$ cat src/rtl/rf_wb_arbiter.sv
// ----------------------------------------------------------------------------
// rf_wb_arbiter
//
// Purpose:
//   Shares the single register-file write port between two writeback sources.
//   - "alu" is the ALU result path.
//   - "mem" is the load/memory path.
//   One write is granted per cycle using valid/ready handshakes.
//   mem has fixed priority. A starvation timer force-grants alu after it has
//   waited MAX_WAIT cycles while valid, so alu always makes progress.
//   The winner is registered onto reg_write/wr_rd/wr_data with one cycle of
//   latency. A write to rd==0 is accepted but never reaches the register file.
//
// Parameters:
//   MAX_WAIT        cycles alu may wait while valid before it is force-granted
//                   (legal range 1..255)
//   INSTR_REG_SIZE  destination register index width
//   WD_SIZE         data width
//
// Ports:
//   clk         clock; all state updates on posedge
//   reset       synchronous reset, active-high
//   alu_valid   alu writeback request
//   alu_ready   alu request granted this cycle (combinational)
//   alu_rd      alu destination register
//   alu_data    alu result
//   mem_valid   mem writeback request
//   mem_ready   mem request granted this cycle (combinational)
//   mem_rd      mem destination register
//   mem_data    load result
//   reg_write   register-file write enable (registered, one-cycle pulse)
//   wr_rd       register-file write index (registered)
//   wr_data     register-file write data (registered)
//   alu_forced  the alu grant this cycle came from the starvation timer
//
// Optional feature (macro RF_WB_FWD_EN):
//   Adds the bypass outputs fwd_valid/fwd_rd/fwd_data. They mirror the output
//   stage, so decode can bypass the value being written this cycle.
// ----------------------------------------------------------------------------
module rf_wb_arbiter #(
    parameter int MAX_WAIT       = 4,
    parameter int INSTR_REG_SIZE = 5,
    parameter int WD_SIZE        = 32
) (
    input  logic                      clk,
    input  logic                      reset,
    input  logic                      alu_valid,
    output logic                      alu_ready,
    input  logic [INSTR_REG_SIZE-1:0] alu_rd,
    input  logic [WD_SIZE-1:0]        alu_data,
    input  logic                      mem_valid,
    output logic                      mem_ready,
    input  logic [INSTR_REG_SIZE-1:0] mem_rd,
    input  logic [WD_SIZE-1:0]        mem_data,
    output logic                      reg_write,
    output logic [INSTR_REG_SIZE-1:0] wr_rd,
    output logic [WD_SIZE-1:0]        wr_data,
`ifdef RF_WB_FWD_EN
    output logic                      fwd_valid,
    output logic [INSTR_REG_SIZE-1:0] fwd_rd,
    output logic [WD_SIZE-1:0]        fwd_data,
`endif
    output logic                      alu_forced
);

    localparam int CW = $clog2(MAX_WAIT + 1);
    localparam logic [CW-1:0] WAIT_MAX = CW'(MAX_WAIT);

    logic [CW-1:0]             wait_cnt_q, wait_cnt_d;
    logic                      reg_write_q, reg_write_d;
    logic [INSTR_REG_SIZE-1:0] wr_rd_q, wr_rd_d;
    logic [WD_SIZE-1:0]        wr_data_q, wr_data_d;

    logic force_grant;
    logic alu_grant;
    logic mem_grant;

    // The starvation timer overrides mem priority once alu has waited MAX_WAIT cycles.
    assign force_grant = alu_valid && (wait_cnt_q == WAIT_MAX);

    always_comb begin
        alu_grant = 1'b0;
        mem_grant = 1'b0;
        // Grants are suppressed during reset, so a request in the reset cycle is dropped.
        if (!reset) begin
            mem_grant = mem_valid && !force_grant;
            alu_grant = alu_valid && (!mem_valid || force_grant);
        end
    end

    assign alu_ready  = alu_grant;
    assign mem_ready  = mem_grant;
    assign alu_forced = alu_grant && force_grant && mem_valid;

    always_comb begin
        wait_cnt_d = wait_cnt_q;
        if (!alu_valid || alu_grant) begin
            wait_cnt_d = '0;
        end else if (wait_cnt_q != WAIT_MAX) begin
            wait_cnt_d = wait_cnt_q + 1'b1;
        end
    end

    // Output stage. A consumed rd==0 request produces no write, and the index
    // and data hold their previous values.
    always_comb begin
        reg_write_d = 1'b0;
        wr_rd_d     = wr_rd_q;
        wr_data_d   = wr_data_q;
        if (alu_grant) begin
            if (alu_rd != '0) begin
                reg_write_d = 1'b1;
                wr_rd_d     = alu_rd;
                wr_data_d   = alu_data;
            end
        end else if (mem_grant) begin
            if (mem_rd != '0) begin
                reg_write_d = 1'b1;
                wr_rd_d     = mem_rd;
                wr_data_d   = mem_data;
            end
        end
    end

    always_ff @(posedge clk) begin
        if (reset) begin
            wait_cnt_q  <= '0;
            reg_write_q <= 1'b0;
            wr_rd_q     <= '0;
            wr_data_q   <= '0;
        end else begin
            wait_cnt_q  <= wait_cnt_d;
            reg_write_q <= reg_write_d;
            wr_rd_q     <= wr_rd_d;
            wr_data_q   <= wr_data_d;
        end
    end

    assign reg_write = reg_write_q;
    assign wr_rd     = wr_rd_q;
    assign wr_data   = wr_data_q;

`ifdef RF_WB_FWD_EN
    // reg_write is already low on reset and for rd==0, so the bypass is a direct copy.
    assign fwd_valid = reg_write_q;
    assign fwd_rd    = wr_rd_q;
    assign fwd_data  = wr_data_q;
`endif

endmodule

$ cat config.mk
export PLATFORM = sky130hd
export DESIGN_NAME = rf_wb_arbiter
export DESIGN_NICKNAME = d
export VERILOG_FILES = /design/src/rtl/rf_wb_arbiter.sv
export SDC_FILE = /design/constraint.sdc
export NUM_CORES = 1
export LEC_CHECK = 0
export CORE_MARGIN = 2
export CORE_UTILIZATION = 55
export DETAILED_ROUTE_END_ITERATION = 10
export DONT_BUFFER_PORTS = 1
export PLACE_DENSITY = 0.76
export SLEW_MARGIN = 10
export SYNTH_ARGS = -nofsm -noshare
export SYNTH_HDL_FRONTEND = slang
export SYNTH_SLANG_ARGS = --single-unit
$ cat constraint.sdc
create_clock -name clk -period 2.4 [get_ports clk]
set_input_delay 0.48 -clock clk [delete_from_list [all_inputs] [get_ports clk]]
set_output_delay 0.48 -clock clk [all_outputs]
set_load 0.005 [all_outputs]
==> impl_metrics.env, run 1 <==
export IMPL_status="completed"
export IMPL_layout_common_cells="mux2i_1 (74), dfxtp_1 (41), nand2b_1 (38)"
export IMPL_drive_gt1_share_pct=8.02
export IMPL_io_buffers=0
export IMPL_min_period_over_period_pct=89.4
export IMPL_synth_avg_cell_area_um2=10.9
export IMPL_n_antenna_cell=0
export IMPL_grtUsageTotal_pct=20.2
export IMPL_p_leak_uw=0.00117
export IMPL_nNetsFinal=267
export IMPL_cts_sinks=41
export IMPL_cp_arrival_ps=1670
export IMPL_num_vias=1320
export IMPL_dr_pass1_iters=3
export IMPL_yosysUniqueCellTypes=24
export IMPL_timing_slew_headroom_pct=75.5
export IMPL_worst_pin_slew_ps=367
export IMPL_synth_flop_cell="dfxtp_1"
export IMPL_grt_first_pass_wirelength_mm=6.53
export IMPL_grt_antenna_before_repair=0
export IMPL_synthesis_area_mm2=0.00207
export IMPL_ys_warn_count=0
export IMPL_power_density_mw_per_mm2=665
export IMPL_yosysSeqAreaShare_pct=39.7
export IMPL_whs_ps=377
export IMPL_postCtsHoldBufs=0
export IMPL_layout_commonest_cell="mux2i_1"
export IMPL_ys_ff_latch=41
export IMPL_fmax_mhz=466
export IMPL_yosysTopAreaCellShare_pct=39.7
export IMPL_drt_iter0_markers=52
export IMPL_hp_class="primary input to register"
export IMPL_synthesis_instances=189
export IMPL_syn_nets=269
export IMPL_rrSetupSlack_ps=470
export IMPL_cts_resized=0
export IMPL_cp_end_kind="output pin"
export IMPL_required_ps=1920
export IMPL_grt_pass1_vias=1396
export IMPL_critPathLaunchType="register"
export IMPL_crit_top_cell="inv_1"
export IMPL_skew_ps=3.35
export IMPL_dpl_hpwl_mm=3.17
export IMPL_cts_root_buf="clkbuf_8"
export IMPL_cts_buffer_depth=2
export IMPL_grtUsageMet1_pct=21.4
export IMPL_worstPathCellList="inv_1, ha_1, a21bo_2, nand2_2, buf_12, inv_1"
export IMPL_wl_per_cell_um=17.7
export IMPL_crit_buf_inv=3
export IMPL_drc=0
export IMPL_ir_worst_vdd_v=0.000342
export IMPL_fillers=318
export IMPL_postRouteAntennaNets=0
export IMPL_rsz0062_at_grt="false"
export IMPL_wl_mm=4.17
export IMPL_core_rowCount=22
export IMPL_die_y_um=65.3
export IMPL_maxCapViolations=0
export IMPL_grtUsageMet2_pct=36.6
export IMPL_synthTopCellsByArea="dfxtp_1 (40%), mux2i_1 (36%), nand2b_1 (12%)"
export IMPL_synth_edf_count=0
export IMPL_die_w_um=65.3
export IMPL_setup_viol=0
export IMPL_numCtsBuffers=5
export IMPL_critPathKind="register to output pin"
export IMPL_slowest_delay_ps=370
export IMPL_tns_ps=0
export IMPL_path_max_fanout=38
export IMPL_met3_usage_pct=7.88
export IMPL_grt_overflow=0
export IMPL_cp_top_family="buffers and inverters"
export IMPL_insertion_delay_ps=290
export IMPL_place_congestion=0.682
export IMPL_die_area_mm2=0.00426
export IMPL_fin_crit_ps=2150
export IMPL_start_util_pct=56.9
export IMPL_core_mm2=0.00363
export IMPL_slowest_stage="dfxtp_1"
export IMPL_yosys_area_top_type="dfxtp_1"
export IMPL_cts_tree="yes"
export IMPL_synthArstFlopShare_pct=0
export IMPL_vias_per_cell=5.62
export IMPL_postCtsSetupRepairBufs=0
export IMPL_grt_max_degree=41
export IMPL_path_clk_slew_ps=70
export IMPL_io_pin_count=119
export IMPL_area_growth_pct=4.79
export IMPL_total_power_uw=1440
export IMPL_top_usage_layer="met2"
export IMPL_finalMaxSlewViolations=0
export IMPL_htreeDepth=2
export IMPL_final_hold_viol_count=0
-- state kept, by name, indices dropped and copies added (netlist names) --
signal      flops
wr_data        32
reg_write       1
wr_rd           5
wait_cnt_q      3
-- final cells by class --
type	instances	area (um^2)	share of cell area, %
clock buffer	7	86.3	3.99
inverter	5	18.8	0.867
multi-input combinational	131	1120	51.7
sequential	41	821	37.9
tap	48	60.1	2.77
timing repair buffer	3	60.1	2.77
-- cells in the mapped netlist (all sizes together), types with 2 or more instances --
master   n
nand2b  38
buf      8
ha       2
nor2     3
nand3    2
dfxtp   41
mux2i   74
inv      5
clkbuf   4
nor3     2
or4      2
-- kinds of logic (layout without fill, tap and decap cells) --
logic type / after synthesis / after routing / share of synthesized area (%)
compound gates: 3 / 3 / 1.33
xor+xnor: 1 / 1 / 0.424
fa+ha+maj: 2 / 2 / 1.21
buf+inv: 17 / 15 / 6.24
flops: 41 / 41 / 39.7
mux: 74 / 74 / 35.9
simple gates: 51 / 51 / 15.2
-- per-stage QoR --
step                      worst slack [ps]  util, %  area, um^2  cells
after global routing                   128     59.6        2160    235
after detailed placement               361     57.2        2080    228
after global placement                 452     57.2        2080    228
after floorplan                        570        -        2070    189
after CTS                              222     59.6        2160    235
final                                  254     59.6        2160    235
-- report_power, final --
group	switching [uW]	internal (uW)
Sequential	55.8	752
Clock	217	228
Combinational	82.4	103
-- worst register-to-register path, delay by kind of cell (launching register included) --
family	cells	cell delay, ps
AOI/OAI and AO/OA	2	630
adders and majority gates	1	240
buffers and inverters	2	280
DFF	1	370
muxes	1	240
and+or+nand+nor	1	110
-- metal layers --
metal / vias up / part of all wire [%]
li1: 638 / -
met4: 0 / 1.2
met5: - / 0
met1: 615 / 38
met3: 7 / 8.9
met2: 60 / 52
-- worst paths after layout --
| path | start | endpoint | depth (start not counted) |
|---|---|---|---|
| worst max-delay path | wait_cnt_q[0]$_SDFFE_PP0P_ | alu_ready | 6 |
| worst min-delay path | alu_data[4] | wr_data[4]$_SDFFE_PP0P_ | 2 |
| worst max register to register | wait_cnt_q[0]$_SDFFE_PP0P_ | wr_data[0]$_SDFFE_PP0P_ | 7 |
| worst min register to register | wait_cnt_q[0]$_SDFFE_PP0P_ | wait_cnt_q[0]$_SDFFE_PP0P_ | 1 |
(Power assumes the default switching activity.)
==> run 2: changes to the inputs <==
CAP_MARGIN = 25   (was unset)
CELL_PAD_IN_SITES_DETAIL_PLACEMENT = 1   (was unset)
CELL_PAD_IN_SITES_GLOBAL_PLACEMENT = 2   (was unset)
CORE_UTILIZATION = 35   (was 55)
PLACE_DENSITY = 0.83   (was 0.76)
==> run 2 against run 1 <==
  * Clock-buffer cell count is the same
  * Die area grew 53%
  * Non-clock buffer count grew 1
  * Register-to-register slack gained 80 ps
  * Core utilization shrank 20 points
  * Flip-flop and latch count is the same
  * Clock skew grew 1.7 ps
  * Via count grew 0.98%
  * Design area grew 2.5%
  * Largest cell class unchanged
==> impl_metrics.env, run 2 (synthesis results as in run 1) <==
export IMPL_p_clk_share_pct=36.3
export IMPL_wl_per_cell_um=16.8
export IMPL_core_mm2=0.00561
export IMPL_critPathLaunchType="register"
export IMPL_grtUsageMet2_pct=24.4
export IMPL_layout_commonest_cell="mux2i_1"
export IMPL_fin_crit_ps=2170
export IMPL_io_buffers=0
export IMPL_power_density_mw_per_mm2=702
export IMPL_path_clk_slew_ps=80
export IMPL_r2r_start="wait_cnt_q[0]$_SDFFE_PP0P_"
export IMPL_cp_arrival_ps=1690
export IMPL_grt_first_pass_wirelength_mm=6.42
export IMPL_grtUsageTotal_pct=12.9
export IMPL_post_place_cells=253
export IMPL_place_congestion=0.726
export IMPL_required_ps=1920
export IMPL_insertion_delay_ps=280
export IMPL_crit_start="wait_cnt_q[0]$_SDFFE_PP0P_"
export IMPL_fillers=640
export IMPL_die_y_um=80.8
export IMPL_setup_viol=0
export IMPL_wl_mm=4.39
export IMPL_cts_root_buf="clkbuf_8"
export IMPL_grt_max_degree=41
export IMPL_drive_gt1_share_pct=8.99
export IMPL_postCtsSetupRepairBufs=0
export IMPL_grt_antenna_before_repair=0
export IMPL_nNetsFinal=268
export IMPL_cts_sinks=41
export IMPL_hp_class="primary input to register"
export IMPL_top_usage_layer="met2"
export IMPL_timing_slew_headroom_pct=76.0
export IMPL_rr_worst_depth=7
export IMPL_p_int_uw=1190
export IMPL_die_w_um=80.8
export IMPL_dpl_hpwl_mm=3.40
export IMPL_finalMaxSlewViolations=0
export IMPL_grt_overflow=0
export IMPL_skew_ps=5.08
export IMPL_tns_ps=0
export IMPL_area_growth_pct=7.45
export IMPL_postRouteAntennaNets=0
export IMPL_pwr_share_comb_pct=11.8
export IMPL_p_leak_uw=0.00118
export IMPL_vias_per_cell=5.11
export IMPL_die_area_mm2=0.00653
export IMPL_min_period_over_period_pct=90.5
export IMPL_cts_buffer_depth=2
export IMPL_cts_resized=0
export IMPL_path_max_fanout=21
export IMPL_drc=0
export IMPL_cp_end_kind="output pin"
export IMPL_rrSetupSlack_ps=550
export IMPL_core_rowCount=27
export IMPL_numCtsBuffers=5
export IMPL_fmax_mhz=460
export IMPL_io_pin_count=119
export IMPL_power_net_switching_uw=364
export IMPL_largest_register_ffs=32
export IMPL_htreeDepth=2
export IMPL_met3_usage_pct=5.22
export IMPL_start_util_pct=36.8
export IMPL_ir_worst_vdd_v=0.000259
export IMPL_switching_share_pct=23.4
export IMPL_cts_tree="yes"
export IMPL_rsz0062_at_grt="false"
export IMPL_power_frac_seq_pct=52.0
export IMPL_final_hold_viol_count=0
export IMPL_layout_common_cells="mux2i_1 (74), dfxtp_1 (41), nand2b_1 (38)"
export IMPL_status="completed"
export IMPL_crit_end="alu_ready"
export IMPL_fin_util_pct=39.6
export IMPL_critPathKind="register to output pin"
export IMPL_maxCapViolations=0
export IMPL_num_vias=1333
export IMPL_r2r_end="wr_data[6]$_SDFFE_PP0P_"
export IMPL_instances_no_fill=261
export IMPL_grtUsageMet1_pct=12.8
export IMPL_grt_pass1_vias=1327
export IMPL_n_antenna_cell=0
export IMPL_dr_pass1_iters=2
export IMPL_worst_pin_slew_ps=360
export IMPL_drt_iter0_markers=15
export IMPL_postCtsHoldBufs=0
==> run 2: changes by cell type in the layout (fill, tap and decap cells not counted), sizes merged <==
cell    delta
buf        +1
bufinv     +1
==> run 2: cell type report <==
cell class	instances	area [um^2]	share of cell area [%]
inverters	5	18.8	0.846
clock inverters	1	30.0	1.35
well taps	72	90.1	4.06
clock buffers	7	86.3	3.89
multi-input cells	131	1120	50.4
flip-flops and latches	41	821	37.0
repair buffers	4	55.1	2.48
==> run 2: how the worst min path moves through the flow <==
stage | startpoint | slack, ps | endpoint | depth (start not counted)
CTS | reset | 370 | wr_data[13]$_SDFFE_PP0P_ | 2
global route | reset | 370 | wr_data[0]$_SDFFE_PP0P_ | 2
global placement | wait_cnt_q[0]$_SDFFE_PP0P_ | 450 | wait_cnt_q[0]$_SDFFE_PP0P_ | 1
detailed placement | wait_cnt_q[0]$_SDFFE_PP0P_ | 450 | wait_cnt_q[0]$_SDFFE_PP0P_ | 1
finish | reset | 380 | wr_data[17]$_SDFFE_PP0P_ | 2
floorplan | wait_cnt_q[0]$_SDFFE_PP0P_ | 430 | wait_cnt_q[0]$_SDFFE_PP0P_ | 1
==> run 2: critical path: stages, from the launching register on <==
cell     delay [ps]
dfxtp_1         360
inv_1            50
ha_1            230
a21bo_2         250
nand2_2          90
buf_4           330
inv_1           100
==> run 2: power by group through the flow <==
stage	Combinational [uW]	Sequential (uW)	Clock, uW
after floorplan	174	808	0
after global placement	180	825	0
after detailed placement	188	827	0
after CTS	188	812	587
after global routing	205	819	616
final	183	809	565
==> run 2: routing by layer <==
layer / part of all wire [%] / wire [um] / up-vias
li1: - / - / 645
met1: 36 / 1570 / 616
met2: 52 / 2300 / 70
met3: 11 / 491 / 2
met4: 0.57 / 25 / 0
met5: 0 / 0 / -
==> run 2: per-stage QoR <==
| step | setup WS [ps] | total power (uW) | hold slack (ps) | area (um^2) |
|---|---|---|---|---|
| floorplan | 570 | 982 | 428 | 2070 |
| global placement | 443 | 1010 | 449 | 2100 |
| detailed placement | 409 | 1020 | 449 | 2100 |
| CTS | 187 | 1590 | 368 | 2220 |
| global route | 96.9 | 1640 | 372 | 2220 |
| finish | 228 | 1560 | 381 | 2220 |
==> run 3: changes to the inputs <==
CORE_UTILIZATION = 22   (was 35)
DONT_BUFFER_PORTS = unset   (was 1)
PLACE_DENSITY = 0.87   (was 0.83)
==> run 3 against run 2 <==
  * Total power is 11% higher
  * Maximum frequency is 5.6% lower
  * Clock-buffer cell count stayed put
  * Largest cell class is now non-clock buffers
  * Largest power group unchanged
  * Critical endpoint is now alu_forced
  * Via count is 33% higher
  * Sequential power is 2.6% lower
  * Non-clock buffer count is 121 higher
  * Design area is 56% higher
  * Worst setup slack worse by 130 ps
==> impl_metrics.env, run 3 (synthesis results as in run 1) <==
export IMPL_die_w_um=101
export IMPL_p_leak_uw=0.00164
export IMPL_total_power_uw=1730
export IMPL_grt_overflow=0
export IMPL_pwr_share_comb_pct=27.7
export IMPL_postRouteAntennaNets=0
export IMPL_power_net_switching_uw=420
export IMPL_numCtsBuffers=5
export IMPL_slowest_delay_ps=500
export IMPL_io_buffers=118
export IMPL_die_y_um=101
export IMPL_vias_per_cell=4.23
export IMPL_grt_pass1_vias=1875
export IMPL_p_clk_share_pct=26.6
export IMPL_path_max_fanout=5
export IMPL_post_place_cells=413
export IMPL_maxCapViolations=0
export IMPL_whs_ps=469
export IMPL_io_pin_count=119
export IMPL_power_frac_seq_pct=45.6
export IMPL_fin_crit_ps=2300
export IMPL_core_rowCount=35
export IMPL_finalMaxSlewViolations=0
export IMPL_timing_slew_headroom_pct=81.2
export IMPL_postCtsSetupRepairBufs=0
export IMPL_grt_first_pass_wirelength_mm=9.07
export IMPL_cts_tree="yes"
export IMPL_grt_antenna_before_repair=0
export IMPL_place_ws_ps=52.8
export IMPL_grt_max_degree=39
export IMPL_cts_buffer_depth=2
export IMPL_dpl_hpwl_mm=4.43
export IMPL_hp_class="register to register"
export IMPL_cts_resized=0
export IMPL_nNetsFinal=389
export IMPL_n_antenna_cell=0
export IMPL_crit_buf_inv=2
export IMPL_p_int_uw=1310
export IMPL_worst_pin_slew_ps=282
export IMPL_start_util_pct=22.5
export IMPL_insertion_delay_ps=280
export IMPL_rsz0062_at_grt="true"
export IMPL_wl_mm=5.69
export IMPL_die_area_mm2=0.0102
export IMPL_wl_per_cell_um=13.5
export IMPL_critPathLaunchType="primary input"
export IMPL_crit_top_cell="clkdlybuf4s50_1"
export IMPL_status="completed"
export IMPL_cp_end_kind="output pin"
export IMPL_skew_ps=3.71
export IMPL_place_congestion=0.720
export IMPL_layout_commonest_cell="clkdlybuf4s50_1"
export IMPL_drive_gt1_share_pct=6.47
export IMPL_area_growth_pct=67.4
export IMPL_instances_no_fill=420
export IMPL_power_density_mw_per_mm2=500
export IMPL_min_period_over_period_pct=95.9
export IMPL_final_hold_viol_count=0
export IMPL_largest_register_ffs=32
export IMPL_core_mm2=0.00920
export IMPL_fmax_mhz=434
export IMPL_cp_arrival_ps=1820
export IMPL_critPathKind="primary input to output pin"
export IMPL_tns_ps=0
export IMPL_cp_top_family="buffers and inverters"
export IMPL_cts_root_buf="clkbuf_8"
export IMPL_worst_slack_ps=98.0
export IMPL_drc=0
export IMPL_slowest_stage="clkdlybuf4s50_1"
export IMPL_htreeDepth=2
export IMPL_dr_pass1_iters=4
export IMPL_worstPathCellList="clkdlybuf4s50_1, nand2b_1, nor2_1, clkdlybuf4s50_1"
export IMPL_ir_worst_vdd_v=0.000196
export IMPL_switching_share_pct=24.3
export IMPL_num_vias=1777
export IMPL_path_clk_slew_ps=80
export IMPL_layout_common_cells="clkdlybuf4s50_1 (118), mux2i_1 (74), dfxtp_1 (41)"
export IMPL_required_ps=1920
export IMPL_cts_sinks=41
export IMPL_postCtsHoldBufs=0
export IMPL_grtUsageTotal_pct=11.1
export IMPL_drt_iter0_markers=24
export IMPL_setup_viol=0
-- run 3: cell types whose count changed in the layout (fill, tap and decap cells not counted) --
cell | previous run | this run
clkdlybuf4s50_1 | 0 | 118
buf_4 | 2 | 4
buf_12 | 2 | 3
bufinv_16 | 1 | 0
nor2b_1 | 1 | 0
nor2b_2 | 0 | 1
-- run 3: power by group through the flow --
stage	logic [uW]	clock network (uW)	registers [uW]
after floorplan	174	0	808
after global placement	481	0	801
after detailed placement	487	0	805
after CTS	490	498	790
after global routing	517	516	799
final	479	460	788
-- run 3: per-stage QoR --
stage,cell area (um^2),utilization [%]
after detailed placement,3370,36.6
after CTS,3450,37.6
after floorplan,2070,-
final,3460,37.6
after global routing,3460,37.6
after global placement,3370,36.6
-- run 3: per-layer routing --
metal	track usage (%)	part of all wire [%]	up-vias
li1	-	-	884
met1	13.6	44	828
met2	19.4	49	61
met3	3.61	6.3	4
met4	1.87	0.46	0
met5	0	0	-
-- run 3: area by class of cell --
type                       instances  area (um^2)
fill                            1048         5740
clock buffer                       7         86.3
multi-input combinational        131         1120
sequential                        41          821
inverter                           5         18.8
tap                              111          139
timing repair buffer             125         1270
-- run 3: final timing paths --
path,slack (ps),end,cells past startpoint,start
setup reg to reg,390,wr_data[26]$_SDFFE_PP0P_,8,wait_cnt_q[0]$_SDFFE_PP0P_
hold / removal,470,wait_cnt_q[0]$_SDFFE_PP0P_,1,wait_cnt_q[0]$_SDFFE_PP0P_
setup / recovery,100,alu_forced,4,reset
hold reg to reg,470,wait_cnt_q[0]$_SDFFE_PP0P_,1,wait_cnt_q[0]$_SDFFE_PP0P_
